File: config.mk
export PLATFORM = sky130hd
export DESIGN_NAME = fetch_controller
export DESIGN_NICKNAME = d
export VERILOG_FILES = /design/src/rtl/fetch_controller.sv
export SDC_FILE = /design/constraint.sdc
export NUM_CORES = 1
export LEC_CHECK = 0
export BUFFER_PORTS_ARGS = -buffer_cell sky130_fd_sc_hd__buf_2
export CORE_MARGIN = 1
export CORE_UTILIZATION = 44
export CTS_CLUSTER_DIAMETER = 60
export DETAILED_ROUTE_END_ITERATION = 7
export MAX_ROUTING_LAYER = met4
export PLACE_DENSITY = 0.64
export SLEW_MARGIN = 20
export SYNTH_ARGS = -nofsm -noshare
export SYNTH_HDL_FRONTEND = slang
export SYNTH_SLANG_ARGS = --single-unit
File: constraint.sdc
create_clock -name Clk -period 5.6 [get_ports Clk]
set_input_delay 0.56 -clock Clk [delete_from_list [all_inputs] [get_ports Clk]]
set_output_delay 0.56 -clock Clk [all_outputs]
set_load 0.1 [all_outputs]
File: src/rtl/fetch_controller.sv
// fetch_controller: sequences instruction fetches into a 2-entry skid buffer with redirect and fault handling
module fetch_controller #(
  parameter logic [31:0] RESET_PC  = 32'h0000_0000,
  parameter int          MEM_BYTES = 1024,
  parameter logic [31:0] NOP_INSTR = 32'h0000_0013
) (
  input  logic        Clk,
  input  logic        Rst,
  output logic [31:0] Mem_Addr,
  input  logic [31:0] Mem_Dout,
  input  logic        Redirect,
  input  logic [31:0] Redirect_PC,
  output logic        Out_Valid,
  input  logic        Out_Ready,
  output logic [31:0] Out_Instr,
  output logic [31:0] Out_PC,
  output logic        Out_Fault
);
  localparam logic [31:0] LAST = 32'(MEM_BYTES - 4);
  typedef enum logic {RUN, HALT} state_t;
  state_t      state;
  logic [31:0] fetch_pc, tag_pc;
  logic        tag_fault, inflight;
  logic [1:0]  count;
  logic [31:0] buf_instr [2];
  logic [31:0] buf_pc [2];
  logic [1:0]  buf_fault;
  logic        pc_fault, pop, issue, idx;
  always_comb begin
    pc_fault = |fetch_pc[1:0] || fetch_pc > LAST;
    pop      = Out_Valid & Out_Ready;
    issue    = state == RUN && !Redirect && ({1'b0, count} + {2'b0, inflight} - {2'b0, pop} < 3'd2);
    idx      = count[1] | (count[0] & ~pop);
    Mem_Addr = pc_fault ? 32'h0 : fetch_pc;
  end
  assign Out_Valid = |count;
  assign Out_Instr = buf_instr[0];
  assign Out_PC    = buf_pc[0];
  assign Out_Fault = buf_fault[0];
  always_ff @(posedge Clk) begin
    if (Rst) begin
      state     <= RUN;
      fetch_pc  <= RESET_PC;
      count     <= 2'd0;
      inflight  <= 1'b0;
      tag_pc    <= 32'h0;
      tag_fault <= 1'b0;
      buf_instr <= '{default: '0};
      buf_pc    <= '{default: '0};
      buf_fault <= 2'b0;
    end else begin
      if (pop) begin
        buf_instr[0] <= buf_instr[1];
        buf_pc[0]    <= buf_pc[1];
        buf_fault[0] <= buf_fault[1];
      end
      if (Redirect) begin
        state    <= RUN;
        fetch_pc <= Redirect_PC;
        count    <= 2'd0;
        inflight <= 1'b0;
      end else begin
        if (inflight) begin
          buf_instr[idx] <= tag_fault ? NOP_INSTR : Mem_Dout;
          buf_pc[idx]    <= tag_pc;
          buf_fault[idx] <= tag_fault;
        end
        count    <= count - {1'b0, pop} + {1'b0, inflight};
        inflight <= issue;
        if (issue) begin
          tag_pc    <= fetch_pc;
          tag_fault <= pc_fault;
          fetch_pc  <= fetch_pc + 32'd4;
          if (pc_fault) state <= HALT;
        end
      end
    end
  end
endmodule

======== After elaboration in Yosys (flattened, before gate mapping) ========
Index checks and enable logic that the tools add are counted.
storage, ports and cells
  input bits .............................. 68
  output and inout port bits .............. 98
  register bits after elaboration ......... 199
  word-level logic and storage cells ...... 66
cells by class
  reduce and logical (&&, ||, !) cells .... 13
  bitwise operators ....................... 7
  multiplexer cells ....................... 23
  add/sub/neg operators ................... 5
  $lt $le $gt $ge ......................... 6
operator list
  operator                 number
  $mux W32                 9
  $mux W64                 4
  $bwmux W64               2
  $add A32 B3 Y32 const B  1
  $demux W32 S1            1
  $gt A32 B10 Y1 const B   1
  $reduce_and A2 Y1        3
  $reduce_or A2 Y1         3
  $mux W1                  5
  $logic_and A1 B1 Y1      4
  $add A2 B1 Y3            1
  $lt A3 B2 Y1 const B     1
  $not A1 Y1               3
  $sub A3 B1 Y3            1
  $add A2 B1 Y2            1
  $and A1 B1 Y1            2
  $bwmux W2                1
  $ge A2 B2 Y1 const B     1
  $lt A1 B2 Y1 const B     1
  $lt A2 B1 Y1 const B     1
  $not A1 Y2               1
  $reduce_bool A2 Y1       1
  $sub A2 B1 Y2            1
  $demux W1 S1             1
  other kinds (4)          4

======== Longest topological paths before layout ========
  depth after elaboration ................. 13
  mapped depth ............................ 15
  gate-level depth less buffers ........... 11

======== Worst setup path after synthesis ========
Ideal clock, no wire load.
  path kind ............................... reg-to-reg
  start ................................... reg count[1]
  end ..................................... reg fetch_pc[25]
  setup slack ............................. 1,167 ps
  buffers on the path ..................... 3
  period minus slack after synthesis ...... 4,433 ps
  library setup time ...................... 74 ps
  arrival ................................. 4,358 ps
  required time ........................... 5,526 ps
  cell stages (with the launch flop) ...... 15
  cell sequence ........................... dfxtp_1 or2_2 nand2_1 clkbuf_1 buf_2 ha_1 inv_1 ha_1 fa_1 or2_2 or3_1 clkbuf_1 or4_4 or3_1 a31oi_1
between the ends
  cells in the longest elaborated chain, start to end .. 6
  elaborated cells between the ends (all ways) .. 7
  those cells by class .................... add/sub: 2; order compare: 1; bitwise: 1; reduce/logical: 3
RTL lines
  item                                 RTL line  text
  start: declaration                   24        logic [1:0] count;
  start signal: assignment             68        count <= count - {1'b0, pop} + {1'b0, inflight};
  $reduce_or A2 Y1                     36        assign Out_Valid = |count;
  named net Out_Valid                  13        output logic Out_Valid,
  $and A1 B1 Y1                        31        pop = Out_Valid & Out_Ready;
  $sub A3 B1 Y3                        32        issue = state == RUN && !Redirect && ({1'b0, count} + {2'b0, inflight} - {2'b0, pop} < 3'd2);
  $lt A3 B2 Y1                         32
  $logic_and A1 B1 Y1                  32
  $reduce_bool A2 Y1 (no source line)  n/a
  end signal: assignment               59        fetch_pc <= Redirect_PC;
  end signal: assignment               73        fetch_pc <= fetch_pc + 32'd4;
  end: declaration                     22        logic [31:0] fetch_pc, tag_pc;
The timed path passes the listed nets, and every way through them passes these cells.
A chain may end at the register's enable or synchronous reset.

======== Worst setup path after layout ========
  start ................................... reg count[1]
  end ..................................... reg fetch_pc[24]
between the ends
  cells in the longest elaborated chain, start to end .. 6
  elaborated cells between the ends (all ways) .. 7
  those cells by class .................... add/sub: 2; order compare: 1; bitwise: 1; reduce/logical: 3
RTL lines
  item                                                   RTL line
  branches (longest 2 deep; another with $add A2 B1 Y3)  n/a
  $sub A3 B1 Y3 *                                        32
  $lt A3 B2 Y1 *                                         32
  $logic_and A1 B1 Y1 *                                  32
  $reduce_bool A2 Y1 (no source line) *                  n/a
Mark *: on every way between the ends.

==> results.json <==
{
  "synth_top_cell_area_share_pct": 43.7,
  "synth_area_leader_cell": "dfxtp_1",
  "slowest_delay_ns": 0.47,
  "worstHoldStart": "Redirect_PC[0]",
  "synth_edf_count": 0,
  "rsz0062_at_grt": "no",
  "synthFlopType": "dfxtp_1",
  "final_common_cell": "nand2_1",
  "grt_pass1_wl_um": 34700,
  "timing.final.crit_share_pct": 62.5,
  "fillers": 2021,
  "die_width_um": 146,
  "wl_per_cell_um": 15.0,
  "arrival_ns": 3.86,
  "timing.rr.start": "count[1]$_SDFF_PP0_",
  "ctsResizeCount": 0,
  "required_ns": 5.96,
  "path_cells": "or2_2 -> nand2_4 -> ha_1 -> inv_1 -> ha_1 -> fa_1 -> or2_2 -> nor3_2 -> buf_4 -> nand3_1 -> or4_1 -> a31oi_1",
  "gp_congestion": 0.902,
  "timing.fmax_ghz": 0.286,
  "via_per_inst": 5.19,
  "min_to": "fetch_pc[0]$_SDFFE_PP0P_",
  "initial_core_util_pct": 44.9,
  "path_buf_inv": 2,
  "core-area_mm2": 0.0203,
  "crit_type": "reg -> reg",
  "ioPinCount": 166,
  "holdBufCountCts": 0,
  "leakagePower_nw": 4.25,
  "wirelength_um": 21200,
  "clk_pin_slew_ns": 0.08,
  "synth_cell_types": 50,
  "cts_max_path_buffers": 2,
  "grt_pass1_vias": 6725,
  "cts_tree": "yes",
  "clk_latency_ns": 0.43,
  "dieArea_mm2": 0.0213,
  "cts_setup_buffers": 0,
  "crit_path_start_kind": "flip-flop",
  "setup_viol": 0,
  "crit_family": "simple AND/OR/NAND/NOR gates",
  "hold_path_class": "in -> reg",
  "r2r-end": "fetch_pc[24]$_SDFFE_PP0P_",
  "die_y_um": 146,
  "htree_levels": 4,
  "slew_violations": 0,
  "cts_inserted_buffers": 17,
  "peakVddDrop_uv": 206,
  "worst_slew_pin_slew_ns": 1.12,
  "first_pass_iters": 7,
  "cts_sinks": 199,
  "io_buffers": 141,
  "drive_gt1_share_pct": 17.0,
  "async_flop_share_pct": 0,
  "drt_iter0_drc": 490,
  "drc": 0,
  "dp_hpwl_um": 13400,
  "postRouteAntennaNets": 0,
  "cp_max_fo": 48,
  "antenna_found_initial": 0,
  "fin_util_pct": 49.3,
  "final_nets": 1204,
  "powerDensity_mw_per_mm2": 350,
  "ys_seq_area_share_pct": 43.7,
  "fin_worst_skew_ns": 0.00770,
  "hold_viol_final": 0,
  "globalRouteOverflowTotal": 0,
  "synthToLayoutAreaGrowth_pct": 9.71,
  "vias": 7350,
  "reg2reg_slack_ns": 2.10,
  "syn-mean-instance-area_um2": 8.22,
  "rr_worst_depth": 12,
  "slew_headroom_pct": 25.5,
  "synthCells": 1110,
  "end_kind": "flip-flop",
  "synth_area_leaders": "dfxtp_1 44%, nand2_1 9.0%, mux2i_1 7.4%",
  "rows": 52,
  "grt.total_usage_pct": 20.7,
  "crit_path_top_delay_cell": "or4_1",
  "grt_max_degree": 120,
  "synth_area_mm2": 0.00912,
  "layout_common_cells": "218 x nand2_1, 199 x dfxtp_1, 140 x buf_2",
  "yosys_warnings": 0,
  "diodes": 0,
  "synth-seq-cells": 199,
  "maxCapViolations": 0,
  "tns_ns": 0,
  "cp.depth": 12,
  "status": "complete, no violations",
  "post-route-min-period_ns": 3.50,
  "clk_root_buffer_cell": "clkbuf_16",
  "holdPathStages": 3
}
## synth_stat cells, drive strengths merged, types with 3 or more instances
master     n
or2        5
xor2       3
a22oi      4
a31oi     12
or4        5
xnor2      3
o311ai     5
nor4      10
a21oi    111
nor3      16
mux2i     67
nor2b     30
a211oi    66
nand2    219
o211ai     5
ha         3
nand3     13
nor2      82
nand4     11
and2      17
dfxtp    199
buf      112
o22ai      4
a2bb2oi    3
or3        6
o21ai      8
clkbuf    58
inv        9
## sequential cells by signal, indices dropped and copies added, names as in the netlist
name	flops
Out_Instr	32
Out_PC	32
buf_instr	32
buf_pc	32
fetch_pc	32
tag_pc	32
buf_fault	2
count	2
inflight	1
state	1
tag_fault	1
## final cells by class
class                   count  area [um^2]  share of cell area [%]
multi-input cells         755         4240                    42.4
flip-flops and latches    199         3980                    39.8
repair buffers            150          792                    7.92
clock buffers              17          425                    4.25
well taps                 270          338                    3.38
clock inverters            15          189                    1.89
inverters                   9         33.8                   0.338
## kinds of logic after synthesis
family | after synthesis | synth area share (%)
AND/OR/NAND/NOR | 423 | 20.7
flip-flops | 199 | 43.7
AO/OA/AOI/OAI | 229 | 15.7
XOR/XNOR | 6 | 0.576
multiplexers | 69 | 7.60
buffers and inverters | 179 | 11.1
other | 1 | 0.0411
adder cells (fa/ha/maj) | 4 | 0.631
## worst reg2reg max path, delay by kind of cell, from the launching register on
| family | cells | cell delay, ns |
|---|---|---|
| flip-flops | 1 | 0.34 |
| AO/OA/AOI/OAI | 1 | 0.17 |
| AND/OR/NAND/NOR | 6 | 1.63 |
| adder cells (fa/ha/maj) | 3 | 0.79 |
| buffers and inverters | 2 | 0.50 |
## stage by stage
stage               area [um^2]  power (mW)  cells  hold WS [ns]  setup slack (ns)
floorplan                  9210        2.18   1133         0.433              1.17
global placement           9390        2.25   1383         0.442              2.14
global route              10000        3.64   1415         0.358              1.90
CTS                       10000        3.53   1415         0.344              2.09
finish                    10000        3.50   1415         0.355              2.10
detailed placement         9390        2.25   1383         0.446              2.08
## worst max path at each step
stage,startpoint,endpoint,slack (ns)
6_report,count[1]$_SDFF_PP0_,fetch_pc[24]$_SDFFE_PP0P_,2.10
4_1_cts,count[1]$_SDFF_PP0_,fetch_pc[24]$_SDFFE_PP0P_,2.09
3_3_place_gp,Out_Ready,fetch_pc[24]$_SDFFE_PP0P_,2.14
2_1_floorplan,count[1]$_SDFF_PP0_,fetch_pc[25]$_SDFFE_PP0P_,1.17
5_1_grt,count[1]$_SDFF_PP0_,fetch_pc[24]$_SDFFE_PP0P_,1.90
3_5_place_dp,Out_Ready,fetch_pc[24]$_SDFFE_PP0P_,2.08
## per-layer routing
layer | track usage, % | vias to the layer above | share of wire, %
met5 | - | - | 0
met4 | 6.05 | 0 | 1.1
met3 | 3.20 | 17 | 4.8
met2 | 31.4 | 208 | 45
met1 | 28.4 | 3380 | 49
li1 | - | 3745 | -
## where the power goes
| part | leakage, nW | switching, mW | internal [mW] |
|---|---|---|---|
| sequential | 1.62 | 0.0597 | 1.48 |
| combinational | 2.34 | 0.539 | 0.142 |
| clock | 0.299 | 0.595 | 0.681 |
| total | 4.25 | 1.19 | 2.30 |
(Power assumes the default switching activity.)
